--- src/rtl/multicycle_ctrl_if.sv ---
// Control-path bundle between the multicycle controller and its datapath/memory.
// The controller side uses the master modport; the datapath side uses slave.
interface multicycle_ctrl_if;
    logic [5:0] op;
    logic       zero;
    logic       mem_ready;
    logic       pc_en;
    logic [1:0] pc_src;
    logic       iord;
    logic       mem_read;
    logic       mem_write;
    logic       ir_write;
    logic       reg_dst;
    logic       mem_to_reg;
    logic       reg_write;
    logic       alu_src_a;
    logic [1:0] alu_src_b;
    logic [1:0] alu_op;
    logic       instr_done;
    logic       illegal;
    logic       timeout;
    logic [3:0] state;

    modport master (
        input  op, zero, mem_ready,
        output pc_en, pc_src, iord, mem_read, mem_write, ir_write,
               reg_dst, mem_to_reg, reg_write, alu_src_a, alu_src_b,
               alu_op, instr_done, illegal, timeout, state
    );

    modport slave (
        output op, zero, mem_ready,
        input  pc_en, pc_src, iord, mem_read, mem_write, ir_write,
               reg_dst, mem_to_reg, reg_write, alu_src_a, alu_src_b,
               alu_op, instr_done, illegal, timeout, state
    );
endinterface

--- src/rtl/multicycle_ctrl.sv ---
// Multicycle CPU control FSM with memory-wait timeout and sticky fault flags.
//
// state  | meaning
// FETCH  | read instruction at PC, PC+4 on mem_ready
// DECODE | decode op, precompute branch target
// MEMADR | compute load/store address
// MEMRD  | load data read, wait for mem_ready
// MEMWB  | load write-back
// MEMWR  | store write, wait for mem_ready
// RTEX   | R-type ALU operation
// RTWB   | R-type write-back
// BEQ    | compare, branch if zero
// SLTIEX | slti compare against immediate
// SLTIWB | slti write-back
// TRAP   | fault, idle until reset
module multicycle_ctrl #(
    parameter int MEM_TIMEOUT = 15
) (
    input  logic               clk,
    input  logic               rst_n,
    multicycle_ctrl_if.master  bus
);
    localparam int CW = $clog2(MEM_TIMEOUT + 1);

    localparam logic [5:0] OP_LW   = 6'b100011;
    localparam logic [5:0] OP_SW   = 6'b101011;
    localparam logic [5:0] OP_RT   = 6'b000000;
    localparam logic [5:0] OP_BEQ  = 6'b000100;
    localparam logic [5:0] OP_SLTI = 6'b001010;

    typedef enum logic [3:0] {
        S_FETCH  = 4'd0,
        S_DECODE = 4'd1,
        S_MEMADR = 4'd2,
        S_MEMRD  = 4'd3,
        S_MEMWB  = 4'd4,
        S_MEMWR  = 4'd5,
        S_RTEX   = 4'd6,
        S_RTWB   = 4'd7,
        S_BEQ    = 4'd8,
        S_SLTIEX = 4'd9,
        S_SLTIWB = 4'd10,
        S_TRAP   = 4'd11
    } state_t;

    state_t        r_state;
    state_t        w_state_nxt;
    logic [CW-1:0] r_wait_cnt;
    logic          r_illegal;
    logic          r_timeout;

    logic       w_wait_st;
    logic       w_expired;
    logic       w_set_illegal;
    logic       w_set_timeout;
    logic       w_pc_en;
    logic [1:0] w_pc_src;
    logic       w_iord;
    logic       w_mem_read;
    logic       w_mem_write;
    logic       w_ir_write;
    logic       w_reg_dst;
    logic       w_mem_to_reg;
    logic       w_reg_write;
    logic       w_alu_src_a;
    logic [1:0] w_alu_src_b;
    logic [1:0] w_alu_op;
    logic       w_instr_done;

    assign w_wait_st = (r_state == S_FETCH) || (r_state == S_MEMRD) || (r_state == S_MEMWR);
    // Expires on the MEM_TIMEOUT-th waiting cycle; a late mem_ready still wins.
    assign w_expired = w_wait_st && !bus.mem_ready && (r_wait_cnt == CW'(MEM_TIMEOUT - 1));

    always_ff @(posedge clk or negedge rst_n) begin
        if (!rst_n) begin
            r_state    <= S_FETCH;
            r_wait_cnt <= '0;
            r_illegal  <= 1'b0;
            r_timeout  <= 1'b0;
        end else begin
            r_state   <= w_state_nxt;
            r_illegal <= r_illegal | w_set_illegal;
            r_timeout <= r_timeout | w_set_timeout;
            if (!w_wait_st || bus.mem_ready || (w_state_nxt != r_state))
                r_wait_cnt <= '0;
            else
                r_wait_cnt <= r_wait_cnt + 1'b1;
        end
    end

    always_comb begin
        w_state_nxt   = r_state;
        w_set_illegal = 1'b0;
        w_set_timeout = 1'b0;
        w_pc_en       = 1'b0;
        w_pc_src      = 2'b00;
        w_iord        = 1'b0;
        w_mem_read    = 1'b0;
        w_mem_write   = 1'b0;
        w_ir_write    = 1'b0;
        w_reg_dst     = 1'b0;
        w_mem_to_reg  = 1'b0;
        w_reg_write   = 1'b0;
        w_alu_src_a   = 1'b0;
        w_alu_src_b   = 2'b00;
        w_alu_op      = 2'b00;
        w_instr_done  = 1'b0;
        case (r_state)
            S_FETCH: begin
                w_mem_read  = 1'b1;
                w_alu_src_b = 2'b01;
                if (bus.mem_ready) begin
                    w_ir_write  = 1'b1;
                    w_pc_en     = 1'b1;
                    w_state_nxt = S_DECODE;
                end else if (w_expired) begin
                    w_set_timeout = 1'b1;
                    w_state_nxt   = S_TRAP;
                end
            end
            S_DECODE: begin
                w_alu_src_b = 2'b11;
                case (bus.op)
                    OP_LW, OP_SW: w_state_nxt = S_MEMADR;
                    OP_RT:        w_state_nxt = S_RTEX;
                    OP_BEQ:       w_state_nxt = S_BEQ;
                    OP_SLTI:      w_state_nxt = S_SLTIEX;
                    default: begin
                        w_set_illegal = 1'b1;
                        w_state_nxt   = S_TRAP;
                    end
                endcase
            end
            S_MEMADR: begin
                w_alu_src_a = 1'b1;
                w_alu_src_b = 2'b10;
                w_state_nxt = (bus.op == OP_LW) ? S_MEMRD : S_MEMWR;
            end
            S_MEMRD: begin
                w_mem_read = 1'b1;
                w_iord     = 1'b1;
                if (bus.mem_ready) begin
                    w_state_nxt = S_MEMWB;
                end else if (w_expired) begin
                    w_set_timeout = 1'b1;
                    w_state_nxt   = S_TRAP;
                end
            end
            S_MEMWB: begin
                w_reg_write  = 1'b1;
                w_mem_to_reg = 1'b1;
                w_instr_done = 1'b1;
                w_state_nxt  = S_FETCH;
            end
            S_MEMWR: begin
                w_mem_write = 1'b1;
                w_iord      = 1'b1;
                if (bus.mem_ready) begin
                    w_instr_done = 1'b1;
                    w_state_nxt  = S_FETCH;
                end else if (w_expired) begin
                    w_set_timeout = 1'b1;
                    w_state_nxt   = S_TRAP;
                end
            end
            S_RTEX: begin
                w_alu_src_a = 1'b1;
                w_alu_op    = 2'b10;
                w_state_nxt = S_RTWB;
            end
            S_RTWB: begin
                w_reg_write  = 1'b1;
                w_reg_dst    = 1'b1;
                w_instr_done = 1'b1;
                w_state_nxt  = S_FETCH;
            end
            S_BEQ: begin
                w_alu_src_a  = 1'b1;
                w_alu_op     = 2'b01;
                w_pc_src     = 2'b01;
                w_pc_en      = bus.zero;
                w_instr_done = 1'b1;
                w_state_nxt  = S_FETCH;
            end
            S_SLTIEX: begin
                w_alu_src_a = 1'b1;
                w_alu_src_b = 2'b10;
                w_alu_op    = 2'b11;
                w_state_nxt = S_SLTIWB;
            end
            S_SLTIWB: begin
                w_reg_write  = 1'b1;
                w_instr_done = 1'b1;
                w_state_nxt  = S_FETCH;
            end
            S_TRAP:  w_state_nxt = S_TRAP;
            default: w_state_nxt = S_FETCH;
        endcase
    end

    // Enables and strobes are gated by rst_n so nothing commits while reset is held.
    assign bus.pc_en      = w_pc_en      & rst_n;
    assign bus.ir_write   = w_ir_write   & rst_n;
    assign bus.reg_write  = w_reg_write  & rst_n;
    assign bus.mem_read   = w_mem_read   & rst_n;
    assign bus.mem_write  = w_mem_write  & rst_n;
    assign bus.instr_done = w_instr_done & rst_n;
    assign bus.pc_src     = w_pc_src;
    assign bus.iord       = w_iord;
    assign bus.reg_dst    = w_reg_dst;
    assign bus.mem_to_reg = w_mem_to_reg;
    assign bus.alu_src_a  = w_alu_src_a;
    assign bus.alu_src_b  = w_alu_src_b;
    assign bus.alu_op     = w_alu_op;
    assign bus.illegal    = r_illegal;
    assign bus.timeout    = r_timeout;
    assign bus.state      = r_state;
endmodule

--- src/flat_wrapper.sv ---
// flat-port wrapper written by rule: the top's interface ports become plain ports
module multicycle_ctrl_flat 
#(
    parameter int MEM_TIMEOUT = 15
)
  (clk, rst_n, bus_op, bus_zero, bus_mem_ready, bus_pc_en, bus_pc_src, bus_iord, bus_mem_read, bus_mem_write, bus_ir_write, bus_reg_dst, bus_mem_to_reg, bus_reg_write, bus_alu_src_a, bus_alu_src_b, bus_alu_op, bus_instr_done, bus_illegal, bus_timeout, bus_state);
  multicycle_ctrl_if bus_i ();
  input  logic clk;
  input  logic rst_n;
  input wire logic [$bits(bus_i.op)-1:0] bus_op;
  input wire logic [$bits(bus_i.zero)-1:0] bus_zero;
  input wire logic [$bits(bus_i.mem_ready)-1:0] bus_mem_ready;
  output wire logic [$bits(bus_i.pc_en)-1:0] bus_pc_en;
  output wire logic [$bits(bus_i.pc_src)-1:0] bus_pc_src;
  output wire logic [$bits(bus_i.iord)-1:0] bus_iord;
  output wire logic [$bits(bus_i.mem_read)-1:0] bus_mem_read;
  output wire logic [$bits(bus_i.mem_write)-1:0] bus_mem_write;
  output wire logic [$bits(bus_i.ir_write)-1:0] bus_ir_write;
  output wire logic [$bits(bus_i.reg_dst)-1:0] bus_reg_dst;
  output wire logic [$bits(bus_i.mem_to_reg)-1:0] bus_mem_to_reg;
  output wire logic [$bits(bus_i.reg_write)-1:0] bus_reg_write;
  output wire logic [$bits(bus_i.alu_src_a)-1:0] bus_alu_src_a;
  output wire logic [$bits(bus_i.alu_src_b)-1:0] bus_alu_src_b;
  output wire logic [$bits(bus_i.alu_op)-1:0] bus_alu_op;
  output wire logic [$bits(bus_i.instr_done)-1:0] bus_instr_done;
  output wire logic [$bits(bus_i.illegal)-1:0] bus_illegal;
  output wire logic [$bits(bus_i.timeout)-1:0] bus_timeout;
  output wire logic [$bits(bus_i.state)-1:0] bus_state;
  assign bus_i.op = bus_op;
  assign bus_i.zero = bus_zero;
  assign bus_i.mem_ready = bus_mem_ready;
  assign bus_pc_en = bus_i.pc_en;
  assign bus_pc_src = bus_i.pc_src;
  assign bus_iord = bus_i.iord;
  assign bus_mem_read = bus_i.mem_read;
  assign bus_mem_write = bus_i.mem_write;
  assign bus_ir_write = bus_i.ir_write;
  assign bus_reg_dst = bus_i.reg_dst;
  assign bus_mem_to_reg = bus_i.mem_to_reg;
  assign bus_reg_write = bus_i.reg_write;
  assign bus_alu_src_a = bus_i.alu_src_a;
  assign bus_alu_src_b = bus_i.alu_src_b;
  assign bus_alu_op = bus_i.alu_op;
  assign bus_instr_done = bus_i.instr_done;
  assign bus_illegal = bus_i.illegal;
  assign bus_timeout = bus_i.timeout;
  assign bus_state = bus_i.state;
  multicycle_ctrl #(.MEM_TIMEOUT(MEM_TIMEOUT)) u_core (.clk(clk), .rst_n(rst_n), .bus(bus_i));
endmodule
--- config.mk ---
export PLATFORM = sky130hd
export DESIGN_NAME = multicycle_ctrl_flat
export DESIGN_NICKNAME = d
export VERILOG_FILES = /design/src/rtl/multicycle_ctrl_if.sv /design/src/rtl/multicycle_ctrl.sv /design/src/flat_wrapper.sv
export SDC_FILE = /design/constraint.sdc
export NUM_CORES = 1
export LEC_CHECK = 0
export ABC_AREA = 1
export CORE_UTILIZATION = 43
export DETAILED_ROUTE_END_ITERATION = 16
export PLACE_DENSITY_LB_ADDON = 0.12
export SYNTH_ARGS = -nofsm -noshare
export SYNTH_HDL_FRONTEND = slang
export SYNTH_SLANG_ARGS = --single-unit
--- constraint.sdc ---
create_clock -name clk -period 1.7 [get_ports clk]
set_input_delay 0.255 -clock clk [delete_from_list [all_inputs] [get_ports clk]]
set_output_delay 0.255 -clock clk [all_outputs]
set_load 0.05 [all_outputs]
==> results of run 1 <==
-- cells by family after synthesis --
group                      after synthesis  share of synthesized area
buffers and inverters                   21                      0.102
and+or+nand+nor                         82                      0.470
DFF                                     10                      0.296
adders and majority gates                2                     0.0296
AOI/OAI and AO/OA                       13                     0.0770
other                                    1                    0.00444
xor gates and xnor gates                 2                     0.0207
-- worst paths after layout --
kind / startpoint / endpoint / slack (ns) / cells after the start
max in group asynchronous: rst_n / u_core.bus.state[1] / 1.10 / 2
hold reg to reg: u_core.bus.timeout / u_core.bus.timeout / 0.49 / 2
setup reg to reg: u_core.bus.state[1] / u_core.bus.state[0] / 0.17 / 8
hold / removal: rst_n / u_core.r_wait_cnt[3] / 0.43 / 2
setup / recovery: u_core.bus.state[3] / bus_instr_done / -0.12 / 8
min in group clk: u_core.bus.timeout / u_core.bus.timeout / 0.49 / 2
-- flip-flops by register name, summed over array words and instances, names as in the netlist --
register,count
u_core.bus.state,4
u_core.r_wait_cnt,4
u_core.bus.timeout,1
u_core.bus.illegal,1
-- layout by cell type, fill, tap and decap left out, drive strengths merged --
master,instances
a21oi,6
buf,40
clkbuf,4
clkdlybuf4s50,9
clkinv,1
clkinvlp,1
conb,1
dfrtp,10
ha,2
inv,17
nand2,28
nand3,17
nor2,36
o21ai,7
or2,1
xnor2,1
xor2,1
-- layout make-up --
| cell class | instances | area, µm² |
|---|---|---|
| Inverter | 19 | 80.1 |
| Timing Repair Buffer | 49 | 578 |
| Tap cell | 25 | 31.3 |
| Sequential cell | 10 | 255 |
| Multi-Input combinational cell | 100 | 668 |
| Clock buffer | 4 | 36.3 |
| Fill cell | 58 | 134 |
-- metal layers --
| metal | vias to the layer above | global-route usage | part of all wire |
|---|---|---|---|
| met2 | 92 | 0.575 | 0.50 |
| li1 | 513 | - | - |
| met3 | 25 | 0.0941 | 0.091 |
| met1 | 558 | 0.300 | 0.37 |
| met4 | 0 | 0.141 | 0.043 |
| met5 | - | 0 | 0 |
-- where the power goes --
part           switching, W  total (W)  internal, W
Clock             0.0000910   0.000221     0.000130
Combinational       0.00161    0.00265      0.00105
Sequential         0.000129   0.000433     0.000303
-- critical path, delay by kind of cell, from the launching register on --
kind                   cells  cell delay (ns)
AOI/OAI and AO/OA          2             0.23
buffers and inverters      2             0.25
DFF                        1             0.46
and+or+nand+nor            4             0.35
-- cells in the mapped netlist --
cell type / count / share of area
nor2_1: 30 / 0.13
nand2_1: 22 / 0.098
inv_1: 13 / 0.058
nand3_1: 13 / 0.077
dfrtp_1: 10 / 0.30
a21oi_1: 6 / 0.036
nand2_2: 6 / 0.044
inv_2: 5 / 0.022
o21ai_0: 5 / 0.030
nand3_2: 4 / 0.047
nor2_2: 3 / 0.022
nor2_4: 3 / 0.040
buf_4: 2 / 0.018
ha_1: 2 / 0.030
o21ai_1: 2 / 0.012
clkinv_1: 1 / 0.0044
conb_1: 1 / 0.0044
or2_1: 1 / 0.0074
xnor2_1: 1 / 0.010
xor2_1: 1 / 0.010
-- through the flow --
| stage | worst slack, ns | total power [W] | cell area [µm²] | cells | hold slack (ns) |
|---|---|---|---|---|---|
| after floorplan | -0.193 | 0.00175 | 933 | 131 | -0.0406 |
| after global placement | 0.139 | 0.00250 | 1400 | 186 | 0.448 |
| after detailed placement | 0.0405 | 0.00254 | 1400 | 186 | 0.454 |
| after CTS | -0.0352 | 0.00298 | 1560 | 203 | 0.334 |
| after global routing | -0.197 | 0.00343 | 1650 | 207 | 0.455 |
| final | -0.124 | 0.00331 | 1650 | 207 | 0.434 |
-- timing repair --
action / in CTS / in global routing
endpoints found under the setup margin: 7 / 10
setup buffers: 13 / 4
hold endpoints to repair: 0 / 0
pin swaps: 9 / 7
gates resized for setup: 10 / 15
==> impl_metrics.csv, run 1 <==
group,metric,value,unit
clock_network,clk-insertion-delay-late,0.27,ns
critical_path,crit_path_start_kind,"flop",
die,fp.dieArea,2150,µm²
grt,grt_max_degree,11,
timing,rsz0062_at_grt,"yes",
detailed_routing,via_count,1188,
clock_network,cts_root_buffer,"clkbuf_4",
detailed_routing,drt_pass1_iterations,4,
yosys,seq_area_frac_synth,0.296,
grt,vias_in_the_first_global_route,1036,
critical_path,setup.worst_path.class,"reg2out",
timing,finalSetupViolCount,9,
timing,drv_slew,0,
pwr,p_leak,0.766,nW
placement,portBuffers,30,
placement,gp_congestion,0.869,
critical_path,worstPathArrival,1.57,ns
die,num_io_pins,32,
detailed_routing,drt_iter0_markers,55,
clock_network,cts.sinks,10,
yosys,synth_cell_type_count,20,
clock_network,holdBufCountCts,0,
critical_path,worstPathRequired,1.44,ns
die,die_w,46.3,µm
status,violations,"setup timing",
placement,dp_hpwl,1810,µm
detailed_routing,drtAntennaViolNets,0,
clock_network,cts_tree,"done",
critical_path,crit_fanout,6,
grt,grt_use_total,0.307,
timing,period_needed,1.82,ns
layout,final_core_util,0.925,
min_path,hold_path_class,"in2async",
timing,timing.fmax,0.548,GHz
layout,area_delta_synth_final,95.3,%
timing,final.setup_skew,0.00747,ns
pwr,power.density_cell_area,2010,nW/µm²
critical_path,worst_path_most_repeated_cell,"nor2_4",
timing,post-route-worst-setup-slack,-0.124,ns
critical_path,cpPeakStageDelay,0.46,ns
clock_network,clkSlewWorstSetupHoldPaths,0.07,ns
layout,proportion_of_layout_cells_with_a_drive_suffix_above_1,0.533,
yosys,syn_area_per_cell,6.45,µm²
detailed_routing,post_drt_via_cell_ratio,5.74,
pwr,power.ir.vdd_worst,0.00145,V
yosys,synth-warning-count,0,
grt,global_route_wire_length_before_repair,4550,µm
die,die-height,46.3,µm
timing,setup_total_negative_slack,-0.476,ns
die,core.rowCount,15,
detailed_routing,postRouteWirelength,3920,µm
clock_network,cts.path.max_buffers,2,
status,run_status,"finished with violations",
timing,final.period_utilization,1.07,
layout,final_net_count,195,
layout,diodes,0,
yosys,netlist_area,845,µm²
yosys,synthCells,131,
yosys,ys_seq_elements,10,
critical_path,critical_path.slowest_cell,"dfrtp_2",
clock_network,num_cts_buffers,3,
die,core_region_area,1780,µm²
die,floorplan.initialDensity,0.474,
timing,timing_hold_violations_final,0,
yosys,mappedNetlistNets,143,
critical_path,setup.worst_path.end_class,"primary output",
clock_network,ctsHtreeMaxLevel,1,
grt,grt-ovfl-total,0,
detailed_routing,drt-wirelength-per-cell,18.9,µm
critical_path,path_cells,"inv_2, nand2_4, nor2_4, nor2_4, o21ai_2, a21oi_2, nor2_4, buf_12",
job,max_cap_viol_count,0,
detailed_routing,route.detailed.drc,0,
grt,antenna_found_initial,0,
Power figures use the tool's default switching activity.
==> inputs of run 2 (changes only) <==
- REMOVE_ABC_BUFFERS: not set -> 1
==> impl_metrics.csv, run 2 (synthesized netlist as in run 1, its figures left out) <==
group,metric,value,unit
status,run_status,"finished with violations",
status,violations,"setup timing",
die,die_w,46.3,µm
pwr,internal_power,0.00145,W
detailed_routing,drt_iter0_markers,62,
layout,area_delta_synth_final,90.8,%
layout,finalInstanceArea,1610,µm²
detailed_routing,postRouteWirelength,3760,µm
clock_network,num_cts_buffers,3,
detailed_routing,via_count,1191,
placement,gp_congestion,0.855,
layout,diodes,0,
die,floorplan.initialDensity,0.474,
grt,global_route_wire_length_before_repair,4490,µm
critical_path,crit_path_start_kind,"flop",
layout,commonest_non_fill_non_tap_cell_in_the_layout,"nor2_1",
critical_path,cpPeakStageDelay,0.47,ns
critical_path,critical_path.slowest_cell,"dfrtp_2",
pwr,share_seq_of_total_power,0.132,
critical_path,setup.worst_path.end_class,"primary output",
pwr,power.ir.vdd_worst,0.00213,V
grt,grt.met1_usage,0.341,
placement,portBuffers,30,
timing,drv_slew,0,
clock_network,cts_root_buffer,"clkbuf_4",
pwr,comb_power_share,0.816,
grt,grt_max_degree,11,
grt,met3_usage,0.0588,
pwr,power.switching,0.00176,W
pwr,power.density_cell_area,1990,nW/µm²
timing,timing_hold_violations_final,0,
layout,proportion_of_layout_cells_with_a_drive_suffix_above_1,0.475,
critical_path,crit_fanout,7,
die,fp.dieArea,2150,µm²
timing,finalSetupViolCount,10,
timing,rsz0062_at_grt,"yes",
layout,final_net_count,195,
grt,grt-ovfl-total,0,
detailed_routing,route.detailed.drc,0,
layout,final_cells,206,
critical_path,setup.worst_path.class,"reg2out",
clock_network,cts.sinks,10,
placement,number_of_placed_instances_with_taps_included,192,
layout,most_frequent_cells_in_the_layout,"nor2_1, buf_4, nand2_1, buf_12, nand3_1",
clock_network,ctsHtreeMaxLevel,1,
placement,post_dp_cell_area,1380,µm²
timing,period_needed,1.94,ns
pwr,design_power_total,0.00321,W
timing,fin_worst_hold_slack,0.387,ns
pwr,p_leak,0.770,nW
grt,vias_in_the_first_global_route,994,
min_path,hold_path_class,"in2async",
clock_network,cts_tree,"done",
detailed_routing,post_drt_via_cell_ratio,5.78,
critical_path,worstPathRequired,1.44,ns
clock_network,clk-insertion-delay-late,0.27,ns
grt,antenna_found_initial,0,
critical_path,worst_path_most_repeated_cell,"nor2_1",
timing,timing.fmax,0.517,GHz
job,max_cap_viol_count,0,
grt,grt.met2_usage,0.556,
critical_path,path_cells,"nor2_1, nand3_1, nor2_1, buf_12",
detailed_routing,drt-wirelength-per-cell,18.2,µm
timing,final.setup_skew,0.00434,ns
detailed_routing,drt_pass1_iterations,4,
placement,dp_hpwl,1960,µm
die,core.rowCount,15,
critical_path,worstPathArrival,1.68,ns
die,num_io_pins,32,
grt,grt_use_total,0.302,
die,die-height,46.3,µm
timing,final.period_utilization,1.14,
grt,grt.busiest_layer,"met2",
detailed_routing,drtAntennaViolNets,0,
clock_network,clkSlewWorstSetupHoldPaths,0.07,ns
layout,final_core_util,0.904,
timing,post-route-worst-setup-slack,-0.236,ns
clock_network,holdBufCountCts,0,
clock_network,cts.path.max_buffers,2,
pwr,clock_power_share,0.053,
pwr,switching_share_of_total_power,0.549,
die,core_region_area,1780,µm²
==> run 2: worst paths after layout <==
kind                                     start             endpoint  slack (ns)  depth (start not counted)
hold / removal                           rst_n  u_core.bus.state[3]        0.39                          2
hold reg to reg             u_core.bus.timeout   u_core.bus.timeout        0.49                          2
max in group asynchronous                rst_n  u_core.bus.state[0]        1.15                          2
min in group clk            u_core.bus.timeout   u_core.bus.timeout        0.49                          2
setup reg to reg           u_core.bus.state[0]  u_core.bus.state[0]        0.19                          9
setup / recovery           u_core.bus.state[0]         bus_ir_write       -0.24                          4
==> run 2: critical path: cells and delay by family, from the launching register on <==
| kind | cells | cell delay [ns] |
|---|---|---|
| simple gates | 3 | 0.74 |
| flops | 1 | 0.47 |
| buf+inv | 1 | 0.18 |
==> run 2: final cells by class <==
type,instances,area (µm²)
clock buffers,3,22.5
fillers,77,171
inverters,19,76.3
multi-input cells,100,611
flip-flops and latches,10,255
well taps,25,31.3
repair buffers,49,616
==> run 2: metrics by stage <==
step	worst slack, ns	setup TNS [ns]
5_1_grt	-0.284	-1.30
6_report	-0.236	-0.937
4_1_cts	-0.0780	-0.282
2_1_floorplan	-1.10	-6.24
3_5_place_dp	0.0975	0
3_3_place_gp	0.0729	0
==> run 2: power groups by stage <==
| stage | clock network, W | registers (W) | logic, W |
|---|---|---|---|
| floorplan | 0 | 0.000533 | 0.00104 |
| CTS | 0.000160 | 0.000395 | 0.00227 |
| global placement | 0 | 0.000401 | 0.00207 |
| finish | 0.000169 | 0.000422 | 0.00262 |
| global route | 0.000177 | 0.000427 | 0.00272 |
| detailed placement | 0 | 0.000407 | 0.00209 |
==> run 2: routing by layer <==
layer | vias to the layer above | share of wire
li1 | 513 | -
met2 | 95 | 0.50
met1 | 562 | 0.37
met4 | 0 | 0.049
met5 | - | 0
met3 | 21 | 0.075
==> run 2: repair_timing <==
| action | in CTS | in global routing |
|---|---|---|
| gates resized for setup | 12 | 28 |
| buffers inserted | 7 | 4 |
| setup endpoints to repair | 10 | 11 |
| pin swaps | 2 | 5 |
==> RTL change 1: new RTL, config.mk and constraints of run 2 <==
`MEM_TIMEOUT` is set to 15 in 2 places; all go to 17.
--- a/src/rtl/multicycle_ctrl.sv
+++ b/src/rtl/multicycle_ctrl.sv
@@ -15,5 +15,5 @@
 // TRAP   | fault, idle until reset
 module multicycle_ctrl #(
-    parameter int MEM_TIMEOUT = 15
+    parameter int MEM_TIMEOUT = 17
 ) (
     input  logic               clk,
--- a/src/flat_wrapper.sv
+++ b/src/flat_wrapper.sv
@@ -2,5 +2,5 @@
 module multicycle_ctrl_flat 
 #(
-    parameter int MEM_TIMEOUT = 15
+    parameter int MEM_TIMEOUT = 17
 )
   (clk, rst_n, bus_op, bus_zero, bus_mem_ready, bus_pc_en, bus_pc_src, bus_iord, bus_mem_read, bus_mem_write, bus_ir_write, bus_reg_dst, bus_mem_to_reg, bus_reg_write, bus_alu_src_a, bus_alu_src_b, bus_alu_op, bus_instr_done, bus_illegal, bus_timeout, bus_state);
Behaviour: same outputs for any inputs over 10 cycles, from zero or initial values and one cycle with rst_n low; that may be too few to reach the edited logic, so the function may still have changed.
==> RTL change 1 against run 2 <==
The run still ends with negative setup slack left. First-iteration DRC count shrank 63%. Total power grew 1.1%. Cell area grew 6.8%. Sequential cell count grew 1. Core utilization shrank 3.5 points. Via count shrank 9.7%. Synthesized cell count is the same. Setup slack gained 0.050 ns. Routed wire length shrank 21%. Critical path depth grew 4. Area after synthesis grew 8.3%. Global-route usage shrank 3.7 points. Critical endpoint is now bus_instr_done.
==> RTL change 1: results (changes against run 2) <==
wl_met1_mm: 1.20  # was 1.40 mm
ir_drop_mv: 1.94  # was 2.13 mV
skew_ns: 0.0184  # was 0.00434 ns
p_leak_nw: 0.828  # was 0.770 nW
setup_viol: 11  # was 10
outcome: "complete, but fails checks"  # unchanged
dpl.hpwl_mm: 1.92  # was 1.96 mm
use_met3: 0.0593  # was 0.0588
synth_compound_area_frac: 0.0793  # was 0.0770
cp_max_fo: 5  # was 7
grt_pass1_wl_mm: 4.14  # was 4.49 mm
tns_ns: -1.02  # was -0.937 ns
via_per_inst: 5.03  # was 5.78
yosysSeqAreaShare: 0.301  # was 0.296
dr_wl_met2_mm: 1.58  # was 1.89 mm
arrival_ns: 1.63  # was 1.68 ns
violations: "negative setup slack"  # unchanged
layout-drive-gt1-share: 0.513  # was 0.475
setup_slack_ns: -0.186  # was -0.236 ns
place_congestion: 0.851  # was 0.855
syn2layout_area_growth_pct: 88.2  # was 90.8%
synthDistinctLibCells: 27  # was 20
drt_iter0_markers: 23  # was 62
grt.total_usage: 0.265  # was 0.302
wirelength_mm: 2.97  # was 3.76 mm
dp_cells: 198  # was 192
yosys.area_share.xor_xnor: 0.0287  # was 0.0207
yosys-top-cells-count: "nor2_1 (28), inv_1 (22), nand2_1 (15)"  # was nor2_1 (30), nand2_1 (22), inv_1 (13), nand3_1 (13), dfrtp_1 (10)
==> RTL change 1: path summary, 6_finish.rpt <==
| path | end | slack (ns) | cells past startpoint |
|---|---|---|---|
| min reg2reg | u_core.r_wait_cnt[0] | 0.48 | 1 |
| min in group clk | u_core.r_wait_cnt[0] | 0.48 | 1 |
| max reg2reg | u_core.r_wait_cnt[0] | 0.08 | 11 |
| max in group asynchronous | u_core.bus.state[2] | 1.19 | 2 |
| max | bus_instr_done | -0.19 | 8 |
| min | u_core.r_wait_cnt[3] | 0.32 | 2 |
==> RTL change 1: cell type report <==
cell class	instances	share of cell area
Clock buffer	4	0.0153
Timing Repair Buffer	53	0.363
Sequential cell	11	0.162
Tap cell	27	0.0196
Multi-Input combinational cell	92	0.380
Inverter	27	0.0603
==> RTL change 1: timing repair <==
item / CTS / global route
setup buffers: 7 / 5
gates resized for setup: 22 / 24
setup endpoints to repair: 10 / 19
pin swaps: 7 / 9
==> RTL change 2: new RTL, settings of run 2 <==
Made on the original files. Make the reset (`rst_n`) synchronous in one clocked block.
--- a/src/rtl/multicycle_ctrl.sv
+++ b/src/rtl/multicycle_ctrl.sv
@@ -72,5 +72,5 @@
     assign w_expired = w_wait_st && !bus.mem_ready && (r_wait_cnt == CW'(MEM_TIMEOUT - 1));
 
-    always_ff @(posedge clk or negedge rst_n) begin
+    always_ff @(posedge clk) begin
         if (!rst_n) begin
             r_state    <= S_FETCH;
Function: differs if rst_n is asserted again (counterexample within 4 cycles, from zero or initial values and one cycle with rst_n low); with rst_n held inactive, the same outputs for 10 cycles.
==> RTL change 2 against run 2 <==
The flow still finishes with violations (negative setup slack). Non-clock buffer count rose by 1. Cell area rose by 0.23%. Total power fell by 3.9%. Via count rose by 4.0%. Register-to-register slack got worse by 0.10 ns. Setup slack improved by 0.17 ns. Clock skew rose by 0.0050 ns. Area after synthesis fell by 0.15%. Synthesized cell count rose by 3.8%. Routed wire length rose by 5.5%. Count of clock-buffer cells in the layout did not move. Sequential cell count did not move. Critical endpoint is now bus_instr_done.
==> RTL change 2: results (changes against run 2) <==
outcome: "complete, but fails checks"  # unchanged
violations: "negative setup slack"  # unchanged
whs_ns: 0.457  # was 0.387 ns
worstReg2RegStart: "u_core.bus.state[3]"  # was u_core.bus.state[0]
grt_pass1_wl_mm: 4.37  # was 4.49 mm
yosys.area_share.xor_xnor: 0.0208  # was 0.0207
setup_viol: 6  # was 10
crit_start: "u_core.bus.state[1]"  # was u_core.bus.state[0]
setup_slack_ns: -0.0640  # was -0.236 ns
layout-drive-gt1-share: 0.460  # was 0.475
cpPeakStageDelay_ns: 0.43  # was 0.47 ns
synth_compound_area_frac: 0.0950  # was 0.0770
skew_ns: 0.00936  # was 0.00434 ns
dpl.hpwl_mm: 1.80  # was 1.96 mm
dp_cells: 194  # was 192
arrival_ns: 1.51  # was 1.68 ns
wirelength_mm: 3.96  # was 3.76 mm
wl_per_cell_um: 18.7  # was 18.2 µm
synth_cells: 136  # was 131
p_leak_nw: 0.769  # was 0.770 nW
grt_pass1_vias: 1020  # was 994
via_per_inst: 5.84  # was 5.78
r2r_end: "u_core.bus.state[0]"  # unchanged
grt_max_degree: 7  # was 11
async_reset_ff_frac: 0  # was 1.00
cp_max_fo: 5  # was 7
critPathSlowestCell: "dfxtp_4"  # was dfrtp_2
ir_drop_mv: 1.65  # was 2.13 mV
grt.total_usage: 0.290  # was 0.302
yosysSeqAreaShare: 0.237  # was 0.296
regToRegSetupSlack_ns: 0.09  # was 0.19 ns
yosys-top-cells-count: "nor2_1 (30), nand2_1 (22), inv_1 (20)"  # was nor2_1 (30), nand2_1 (22), inv_1 (13), nand3_1 (13), dfrtp_1 (10)
synthDistinctLibCells: 27  # was 20
-- RTL change 2: cell types whose count changed after synthesis, moves of 2 or more --
cell	before	now
dfxtp_1	0	10
inv_1	13	20
o21ai_1	2	0
dfrtp_1	10	0
inv_2	5	2
nand3_1	13	10
-- RTL change 2: power groups by stage --
| stage | Combinational (W) | Clock [W] | Sequential, W |
|---|---|---|---|
| floorplan | 0.00100 | 0 | 0.000514 |
| global placement | 0.00192 | 0 | 0.000361 |
| CTS | 0.00213 | 0.000158 | 0.000384 |
| global route | 0.00260 | 0.000166 | 0.000418 |
| detailed placement | 0.00193 | 0 | 0.000367 |
| finish | 0.00251 | 0.000158 | 0.000413 |
-- RTL change 2: per-layer routing --
metal | part of all wire | vias up | wire, µm | track usage
li1 | - | 526 | - | -
met1 | 0.35 | 581 | 1400 | 0.319
met2 | 0.49 | 98 | 1950 | 0.546
met3 | 0.086 | 34 | 340 | 0.0431
met4 | 0.071 | 0 | 280 | 0.112
met5 | 0 | - | 0 | 0
-- RTL change 2: critical path, delay by kind of cell (launching register included) --
family | cells | cell delay, ns
buffers and inverters | 3 | 0.35
DFF | 1 | 0.43
and+or+nand+nor | 4 | 0.46
-- RTL change 2: worst max path at each step --
stage / to / slack (ns) / cells after the start
after floorplan: bus_pc_en / -1.02 / 6
after global placement: bus_instr_done / 0.10 / 7
after detailed placement: bus_pc_en / 0.08 / 6
after CTS: bus_instr_done / 0.0003 / 7
after global routing: bus_instr_done / -0.09 / 6
final: bus_instr_done / -0.06 / 7
-- RTL change 2: cell type report --
type	count	area (µm²)
clock buffers	3	22.5
fillers	74	168
inverters	24	97.6
multi-input cells	100	644
flip-flops and latches	10	213
well taps	25	31.3
repair buffers	50	607
